### src/rtl/shared_reg_arbiter_pkg.sv
// rtl/shared_reg_arbiter_pkg.sv - shared types and helpers for the shared register arbiter
package shared_reg_pkg;

    // Largest supported requester count and the index width it needs.
    localparam int N_MAX     = 16;
    localparam int IDX_MAX_W = 4;

    typedef enum logic {
        ST_IDLE = 1'b0,
        ST_HOLD = 1'b1
    } state_e;

    // One-hot decode sized for N_MAX; callers keep the low N bits.
    function automatic logic [N_MAX-1:0] onehot(input logic [IDX_MAX_W-1:0] idx);
        logic [N_MAX-1:0] v;
        v      = '0;
        v[idx] = 1'b1;
        return v;
    endfunction

endpackage

### src/rtl/shared_reg_arbiter_rr_pick.sv
// rtl/shared_reg_arbiter_rr_pick.sv - combinational circular priority encoder
//
// Ports:
//   eff_req  N      candidate request vector
//   rr_ptr   IDX_W  index where the search starts (must be < N)
//   winner   IDX_W  first set bit at or after rr_ptr, wrapping N-1 -> 0
//   any      1      at least one bit of eff_req is set
module rr_pick #(
    parameter int N     = 4,
    parameter int IDX_W = 2
) (
    input  logic [N-1:0]     eff_req,
    input  logic [IDX_W-1:0] rr_ptr,
    output logic [IDX_W-1:0] winner,
    output logic             any
);

    int idx;

    always_comb begin
        winner = '0;
        any    = 1'b0;
        idx    = 0;
        for (int i = 0; i < N; i++) begin
            // rr_ptr < N and i < N, so a single subtraction keeps idx in range
            // even when N is not a power of two.
            idx = int'(rr_ptr) + i;
            if (idx >= N) begin
                idx = idx - N;
            end
            if (!any && eff_req[IDX_W'(idx)]) begin
                any    = 1'b1;
                winner = IDX_W'(idx);
            end
        end
    end

endmodule

### src/rtl/shared_reg_arbiter.sv
// rtl/shared_reg_arbiter.sv - round-robin write arbiter for one shared register
//
// Ports:
//   CLK      1           system clock, rising edge
//   n_Reset  1           synchronous active-low reset
//   req      N           write requests, one per requester
//   wdata    N*W         packed write data, requester i on [i*W +: W]
//   ack      N           one-hot, one cycle, registered grant acknowledge
//   Q        W           shared register contents
//   owner    clog2(N)    index of the last requester written
//   valid    1           set by the first write after reset
//   busy     1           high while the post-write hold window runs
module shared_reg_arbiter
    import shared_reg_pkg::*;
#(
    parameter int N    = 4,
    parameter int W    = 8,
    parameter int HOLD = 2
) (
    input  logic                 CLK,
    input  logic                 n_Reset,
    input  logic [N-1:0]         req,
    input  logic [N*W-1:0]       wdata,
    output logic [N-1:0]         ack,
    output logic [W-1:0]         Q,
    output logic [$clog2(N)-1:0] owner,
    output logic                 valid,
    output logic                 busy
);

    localparam int IDX_W = $clog2(N);

    state_e           state_q, state_d;
    logic [3:0]       hold_cnt_q, hold_cnt_d;
    logic [IDX_W-1:0] rr_ptr_q, rr_ptr_d;
    logic [N-1:0]     ack_q, ack_d;
    logic [W-1:0]     q_q, q_d;
    logic [IDX_W-1:0] owner_q, owner_d;
    logic             valid_q, valid_d;
    logic             busy_q, busy_d;

    logic [N-1:0]     eff_req;
    logic [IDX_W-1:0] winner;
    logic             any;
    logic [N_MAX-1:0] winner_oh;

    // A requester still high during its own ack cycle has not yet seen the ack.
    assign eff_req = req & ~ack_q;

    rr_pick #(
        .N     (N),
        .IDX_W (IDX_W)
    ) u_rr_pick (
        .eff_req (eff_req),
        .rr_ptr  (rr_ptr_q),
        .winner  (winner),
        .any     (any)
    );

    assign winner_oh = onehot(IDX_MAX_W'(winner));

    always_comb begin
        state_d    = state_q;
        hold_cnt_d = hold_cnt_q;
        rr_ptr_d   = rr_ptr_q;
        ack_d      = '0;
        q_d        = q_q;
        owner_d    = owner_q;
        valid_d    = valid_q;
        busy_d     = busy_q;
        case (state_q)
            ST_IDLE: begin
                if (any) begin
                    q_d      = wdata[int'(winner)*W +: W];
                    ack_d    = winner_oh[N-1:0];
                    owner_d  = winner;
                    valid_d  = 1'b1;
                    rr_ptr_d = (winner == IDX_W'(N-1)) ? '0 : winner + 1'b1;
                    if (HOLD > 0) begin
                        state_d    = ST_HOLD;
                        hold_cnt_d = 4'(HOLD);
                        busy_d     = 1'b1;
                    end
                end
            end
            ST_HOLD: begin
                hold_cnt_d = hold_cnt_q - 4'd1;
                if (hold_cnt_q == 4'd1) begin
                    state_d = ST_IDLE;
                    busy_d  = 1'b0;
                end
            end
            default: state_d = ST_IDLE;
        endcase
    end

    always_ff @(posedge CLK) begin
        if (!n_Reset) begin
            state_q    <= ST_IDLE;
            hold_cnt_q <= '0;
            rr_ptr_q   <= '0;
            ack_q      <= '0;
            q_q        <= '0;
            owner_q    <= '0;
            valid_q    <= 1'b0;
            busy_q     <= 1'b0;
        end else begin
            state_q    <= state_d;
            hold_cnt_q <= hold_cnt_d;
            rr_ptr_q   <= rr_ptr_d;
            ack_q      <= ack_d;
            q_q        <= q_d;
            owner_q    <= owner_d;
            valid_q    <= valid_d;
            busy_q     <= busy_d;
        end
    end

    assign ack   = ack_q;
    assign Q     = q_q;
    assign owner = owner_q;
    assign valid = valid_q;
    assign busy  = busy_q;

endmodule

### config.mk
export PLATFORM = sky130hd
export DESIGN_NAME = shared_reg_arbiter
export DESIGN_NICKNAME = d
export VERILOG_FILES = /design/src/rtl/shared_reg_arbiter_pkg.sv /design/src/rtl/shared_reg_arbiter_rr_pick.sv /design/src/rtl/shared_reg_arbiter.sv
export SDC_FILE = /design/constraint.sdc
export NUM_CORES = 1
export LEC_CHECK = 0
export ABC_CLOCK_PERIOD_IN_PS = 1800
export CAP_MARGIN = 20
export CELL_PAD_IN_SITES_DETAIL_PLACEMENT = 0
export CELL_PAD_IN_SITES_GLOBAL_PLACEMENT = 1
export CORE_MARGIN = 10
export CORE_UTILIZATION = 30
export CTS_CLUSTER_SIZE = 25
export DETAILED_ROUTE_END_ITERATION = 7
export PLACE_DENSITY = 0.86
export RECOVER_POWER = 100
export SYNTH_ARGS = -nofsm -noshare
export SYNTH_HDL_FRONTEND = slang
export SYNTH_SLANG_ARGS = --single-unit
### constraint.sdc
create_clock -name CLK -period 1.8 [get_ports CLK]
set_input_delay 0.36 -clock CLK [delete_from_list [all_inputs] [get_ports CLK]]
set_output_delay 0.36 -clock CLK [all_outputs]
set_load 0.02 [all_outputs]
Yosys cells after proc, flatten, opt, wreduce, memory -nomap -nowiden. Index checks and enable logic that the tools add are counted.

Add/sub/neg operators: 9. Order comparisons: 10. Equal/unequal tests: 4. Shifts and indexed selects: 1. Muxes and demuxes: 35. Bitwise gates (word level): 5. Reduce and logical (&&, ||, !) cells: 10.

Operator list (count): variable part select 32 x 6 -> 8 bit (1); 2-to-1 mux 2 bit (9); 2-to-1 mux 1 bit (17); < comparator 2 x 4 -> 1 bit (second input constant) (4); >= comparator 3 bit (second input constant) (3); binary-select mux 1 bit (select 2 bit) (4); case mux 4 bit (2 select lines) (1); subtractor 2 x 1 -> 2 bit (second input constant) (4); adder 2 x 2 -> 3 bit (second input constant) (2); < comparator 2 x 5 -> 1 bit (second input constant) (1); AND 4 bit (1); == test 4 x 1 -> 1 bit (second input constant) (1); logical AND 1 bit (4); 2-to-1 mux 4 bit (1); NOT 4 bit (1); case mux 1 bit (2 select lines) (2); AND reduction 2 bit (2); subtractor 4 x 1 -> 4 bit (second input constant) (1); adder 2 x 1 -> 3 bit (second input constant) (1); >= comparator 2 x 3 -> 1 bit (second input constant) (1); logical NOT 1 bit (3); NOT 1 bit (3); OR reduction 3 bit (1); adder 2 x 1 -> 2 bit (second input constant) (1); other kinds (5) (5).

Register bits: 23. Bits of input ports: 38. Logic and storage cells: 82.

Depth between registers and ports, before layout.
Word-level depth: 19. Mapped depth: 9. Depth with buffers taken out: 6.

By module. From an unflattened synthesis, not the netlist that was laid out.

Cell total of the unflattened synthesis: 105. Area total of the unflattened synthesis: 1154.9 µm².

Modules (own cells, without submodules): shared_reg_arbiter (instances 1, cells each 90, area an instance 1077.3 µm², seq. area each 460.4 µm²); rr_pick (instances 1, cells each 15, area an instance 77.6 µm², seq. area each 0.0 µm²).

Least setup slack after synthesis. Ideal clock, no wire load.

Path type: flip-flop to flip-flop. From: register ack_q[3] (netlist: ack[3]). To: register rr_ptr_q[1]. Data arrival time: 1.571 ns. Data required time: 1.679 ns. Slack: 0.109 ns. Cell stages (with the launch flop): 9. Path buffers: 2. Period minus slack after synthesis: 1.691 ns. Path through: dfxtp_1 > and2b_2 > o22ai_1 > o2bb2ai_1 > buf_6 > buf_12 > ha_1 > nand2_1 > a21oi_1.

Cells in the longest elaborated chain, start to end: 17. Elaborated cells between the ends (all ways): 32. Classes of those cells: add/sub: 1; eq/ne: 1; mux: 21; bitwise: 2; reduce/logical: 7.

Ends and longest elaborated chain: start: declaration (RTL line shared_reg_arbiter.sv:36) `logic [N-1:0] ack_q, ack_d;`; start signal: assignment (RTL line shared_reg_arbiter.sv:111) `ack_q <= ack_d;`; NOT 4 bit * (RTL line shared_reg_arbiter.sv:48) `assign eff_req = req & ~ack_q;`; AND 4 bit * (RTL line shared_reg_arbiter.sv:48); binary-select mux 1 bit (select 2 bit) (RTL line shared_reg_arbiter_rr_pick.sv:31) `if (!any && eff_req[IDX_W'(idx)]) begin`; 2-to-1 mux 1 bit (implied by the code) (2 in a row) (RTL line shared_reg_arbiter_rr_pick.sv:31); 2-to-1 mux 1 bit (RTL line shared_reg_arbiter_rr_pick.sv:31); logical NOT 1 bit (RTL line shared_reg_arbiter_rr_pick.sv:31); logical AND 1 bit (RTL line shared_reg_arbiter_rr_pick.sv:31); 2-to-1 mux 1 bit (RTL line shared_reg_arbiter_rr_pick.sv:31); logical NOT 1 bit (RTL line shared_reg_arbiter_rr_pick.sv:31); logical AND 1 bit (RTL line shared_reg_arbiter_rr_pick.sv:31); 2-to-1 mux 1 bit (RTL line shared_reg_arbiter_rr_pick.sv:31); logical NOT 1 bit (RTL line shared_reg_arbiter_rr_pick.sv:31); logical AND 1 bit (RTL line shared_reg_arbiter_rr_pick.sv:31); 2-to-1 mux 2 bit * (RTL line shared_reg_arbiter_rr_pick.sv:31); via u_rr_pick.winner[1] (RTL line shared_reg_arbiter_rr_pick.sv:14) `output logic [IDX_W-1:0] winner,`; adder 2 x 1 -> 2 bit / == test 2 bit (equally long branches) (RTL line shared_reg_arbiter.sv:78) `rr_ptr_d = (winner == IDX_W'(N-1)) ? '0 : winner + 1'b1;`; 2-to-1 mux 2 bit * (RTL line shared_reg_arbiter.sv:78); end signal: assignment (RTL line shared_reg_arbiter.sv:110) `rr_ptr_q <= rr_ptr_d;`; end: declaration (RTL line shared_reg_arbiter.sv:35) `logic [IDX_W-1:0] rr_ptr_q, rr_ptr_d;`.

Mark *: on every way through the listed nets, which the timed path passes. The rest lies on a longest branch. The select of a mux whose other input is x is not followed. A chain may end at the register's enable or synchronous reset.

Worst setup path in the final report.
From: input req[1]. To: register rr_ptr_q[0].

Cells in the longest elaborated chain, start to end: 16. Elaborated cells between the ends (all ways): 31. Classes of those cells: add/sub: 1; eq/ne: 1; mux: 21; bitwise: 1; reduce/logical: 7.

Ends and longest elaborated chain: start: declaration (RTL line shared_reg_arbiter.sv:22) `input logic [N-1:0] req,`; AND 4 bit * (RTL line shared_reg_arbiter.sv:48); binary-select mux 1 bit (select 2 bit) (RTL line shared_reg_arbiter_rr_pick.sv:31); 2-to-1 mux 1 bit (implied by the code) (2 in a row) (RTL line shared_reg_arbiter_rr_pick.sv:31); 2-to-1 mux 1 bit (RTL line shared_reg_arbiter_rr_pick.sv:31); logical NOT 1 bit (RTL line shared_reg_arbiter_rr_pick.sv:31); logical AND 1 bit (RTL line shared_reg_arbiter_rr_pick.sv:31); 2-to-1 mux 1 bit (RTL line shared_reg_arbiter_rr_pick.sv:31); logical NOT 1 bit (RTL line shared_reg_arbiter_rr_pick.sv:31); logical AND 1 bit (RTL line shared_reg_arbiter_rr_pick.sv:31); 2-to-1 mux 1 bit (RTL line shared_reg_arbiter_rr_pick.sv:31); logical NOT 1 bit (RTL line shared_reg_arbiter_rr_pick.sv:31); logical AND 1 bit (RTL line shared_reg_arbiter_rr_pick.sv:31); 2-to-1 mux 2 bit (RTL line shared_reg_arbiter_rr_pick.sv:31); adder 2 x 1 -> 2 bit / == test 2 bit (equally long branches) (RTL line shared_reg_arbiter.sv:78); 2-to-1 mux 2 bit (RTL line shared_reg_arbiter.sv:78).

Every way passes the cells marked *; elsewhere a longest branch is shown, timed or not. The select of a mux whose other input is x is not followed.

==> summary.md <==
| Metric | Value |
|---|---|
| Fin worst setup slack | 73.3 ps |
| Final Util | 53.2% |
| Clk_lat worst skew | 260 ps |
| Combinational family with the most area after synthesis | simple AND/OR/NAND/NOR gates |
| Register bit total from synthesis | 23 |
| Antenna cell count | 0 |
| Largest net degree at the start of global routing | 14 |
| Synth top cells by count | dfxtp_1, mux2i_1, nand3_1 |
| Worst-path clk slew | 80 ps |
| Setup TNS | 0 ps |
| Crit path launch type | primary input |
| First-pass detailed-route iteration total | 4 |
| Tightest Pin Transition | 392 ps |
| Final-layout fill cell count | 380 |
| Area of the multi-input gates | 810 µm² |
| CP endpoint kind | flop |
| Drt drc | 0 |
| Reg area | 462 µm² |
| Antenna violations before repair | 0 |
| Post-DP HPWL | 2970 µm |
| Clock sink total | 23 |
| Max-Cap Viols | 0 |
| CTS H-tree depth | 1 |
| DR vias | 1252 |
| Top-area cell type share of the netlist area | 36.4% |
| CP Max Fanout | 3 |
| Hold Path Class | reg -> reg |
| Top cells by area, synth | dfxtp_1, mux2i_1, o221ai_1, ha_1, nand3_1 |
| # IOs | 54 |
| Clock Tree Root | clkbuf_8 |
| Synth Area in Adders | 5.93% |
| Final nets | 253 |
| Global-route usage over all layers | 10.4% |
| Slew HR | 73.8% |
| Post-Synth Simple-Gate Area | 21.4% |
| Crit path kind | in -> reg |
| Place WS | -431 ps |
| IO Port Bufs | 53 |
| Setup violations, final | 0 |
| CTS tree | built |
| Mean Syn Cell Area | 9.44 µm² |
| Area grow syn2layout | 69.5% |
| Post-synth ARST share | 0% |
| WP data arrival | 1880 ps |
| Fmax | 579 MHz |
| Register area share after synthesis | 36.4% |
| Clock Skews | 1.32 ps |
| Die area | 0.00721 mm² |
| GR Overflow Total | 0 |
| EDFF count, synth | 0 |
| Fin crit share | 95.9% |
| Die height | 84.9 µm |
| Synth Area in Compound Gates | 17.3% |
| First-pass GRT wire length | 6380 µm |
| Post-DRT Antenna Nets | 0 |
| Initial core utilization | 31.4% |
| Drt wl/cell | 15.0 µm |
| Final Critical Period | 1730 ps |
| Iter 0 DRT Violations | 32 |
| CTS Hold Buffers Added | 0 |
| Layout cells sized above 1 | 20.7% |
| Synth Warn # | 0 |
| Xor/xnor share of the synthesized area | 0% |
| Final Power | 1710 µW |
| Mapped Cells | 134 |
| Core area | 0.00403 mm² |
| Mux contribution to synthesized area | 12.7% |
| Hold Fails Final Rpt | 0 |
| Max-slew violations | 0 |
| Total CTS buffers | 3 |
| # rows | 23 |
| Cell Pwr Density | 795 mW/mm² |
| Mapped Nets | 178 |
| Worst Path Required | 1960 ps |
| Status | finished clean |
| Post-Syn Area | 0.00126 mm² |
| Number of global-route vias before repair | 1328 |
| Vias per inst | 4.85 |
| Longest Clk Path Bufs | 2 |
| Synth area leader | dfxtp_1 |
| DIE WIDTH | 84.9 µm |
| Unrepaired setup endpoints after global routing | no |
| Top-count cell post-synth | dfxtp_1 |
| Most used DFF post-synth | dfxtp_1 |
| Pleak | 0.000911 µW |
| Distinct cells, synth | 41 |
| Routed wire length | 3860 µm |
| Placer Congestion | 0.793 |
| Peak VDD IR | 0.365 mV |
-- routing by layer --
| metal | vias up | global-route usage, % | wire length (µm) |
|---|---|---|---|
| met2 | 31 | 18.1 | 1920 |
| met4 | 0 | 3.14 | 36 |
| met1 | 574 | 11.7 | 1660 |
| li1 | 645 | - | - |
| met3 | 2 | 3.54 | 248 |
| met5 | - | 0 | 0 |
-- registers in the layout, summed over array words and instances (netlist names) --
| signal | cells |
|---|---|
| busy | 1 |
| valid | 1 |
| Q | 8 |
| ack | 4 |
| state_q | 1 |
| hold_cnt_q | 4 |
| owner | 2 |
| rr_ptr_q | 2 |
-- cell type report --
class,instances,area share [%]
multi-input combinational,99,37.7
timing repair buffer,76,34.6
sequential,23,21.5
tap,50,2.92
clock buffer,3,1.93
inverter,6,1.05
clock inverter,1,0.233
-- power by group --
part | internal (µW) | total, µW | switching [µW]
registers | 575 | 626 | 50.9
clock network | 154 | 316 | 162
logic | 419 | 763 | 344
total | 1150 | 1710 | 557
-- metrics by stage --
| step | hold slack (ps) | area [µm²] | instances |
|---|---|---|---|
| detailed placement | 452 | 1960 | 250 |
| global placement | 445 | 1960 | 250 |
| global route | 490 | 2140 | 258 |
| finish | 452 | 2140 | 258 |
| CTS | 460 | 2080 | 257 |
| floorplan | 447 | 1260 | 134 |
-- worst max-delay path, cell delays in order --
cell and delay (ps):
clkdlybuf4s50_1 470, nand2b_1 80, clkbuf_1 130, a311o_1 310, a2111o_1 400, o211a_1 140
-- final timing paths --
kind / start / endpoint / slack (ps) / cells past startpoint
min: owner[0] / owner[0] / 450 / 2
max: req[1] / rr_ptr_q[0] / 70 / 6
max reg2reg: ack[2] / Q[7] / 110 / 7
min reg2reg: owner[0] / owner[0] / 450 / 2
-- cell families after synthesis --
logic type               after synthesis
AO/OA/AOI/OAI                         28
AND/OR/NAND/NOR                       49
flip-flops                            23
buffers and inverters                 12
adder cells (fa/ha/maj)                6
multiplexers                          16
-- timing repair --
action                                  CTS  global route
setup buffers                             2             1
resized for setup                         9            14
cloned                                    1             0
endpoints found under the setup margin   12            14
pin swaps                                 6             4
-- layout by cell type, fill, tap and decap left out, drive strengths merged, types with 3 or more instances in the layout --
cell            n
and3            4
nand2b          3
inv             5
dlygate4sd3    15
ha              6
dfxtp          23
buf            18
nand3          13
nor2           10
nor2b           4
o221ai          9
clkdlybuf4s50  35
clkbuf          8
mux2i          16
a21oi           7
nand2           7
No activity file was read; power rests on OpenSTA's default activity.
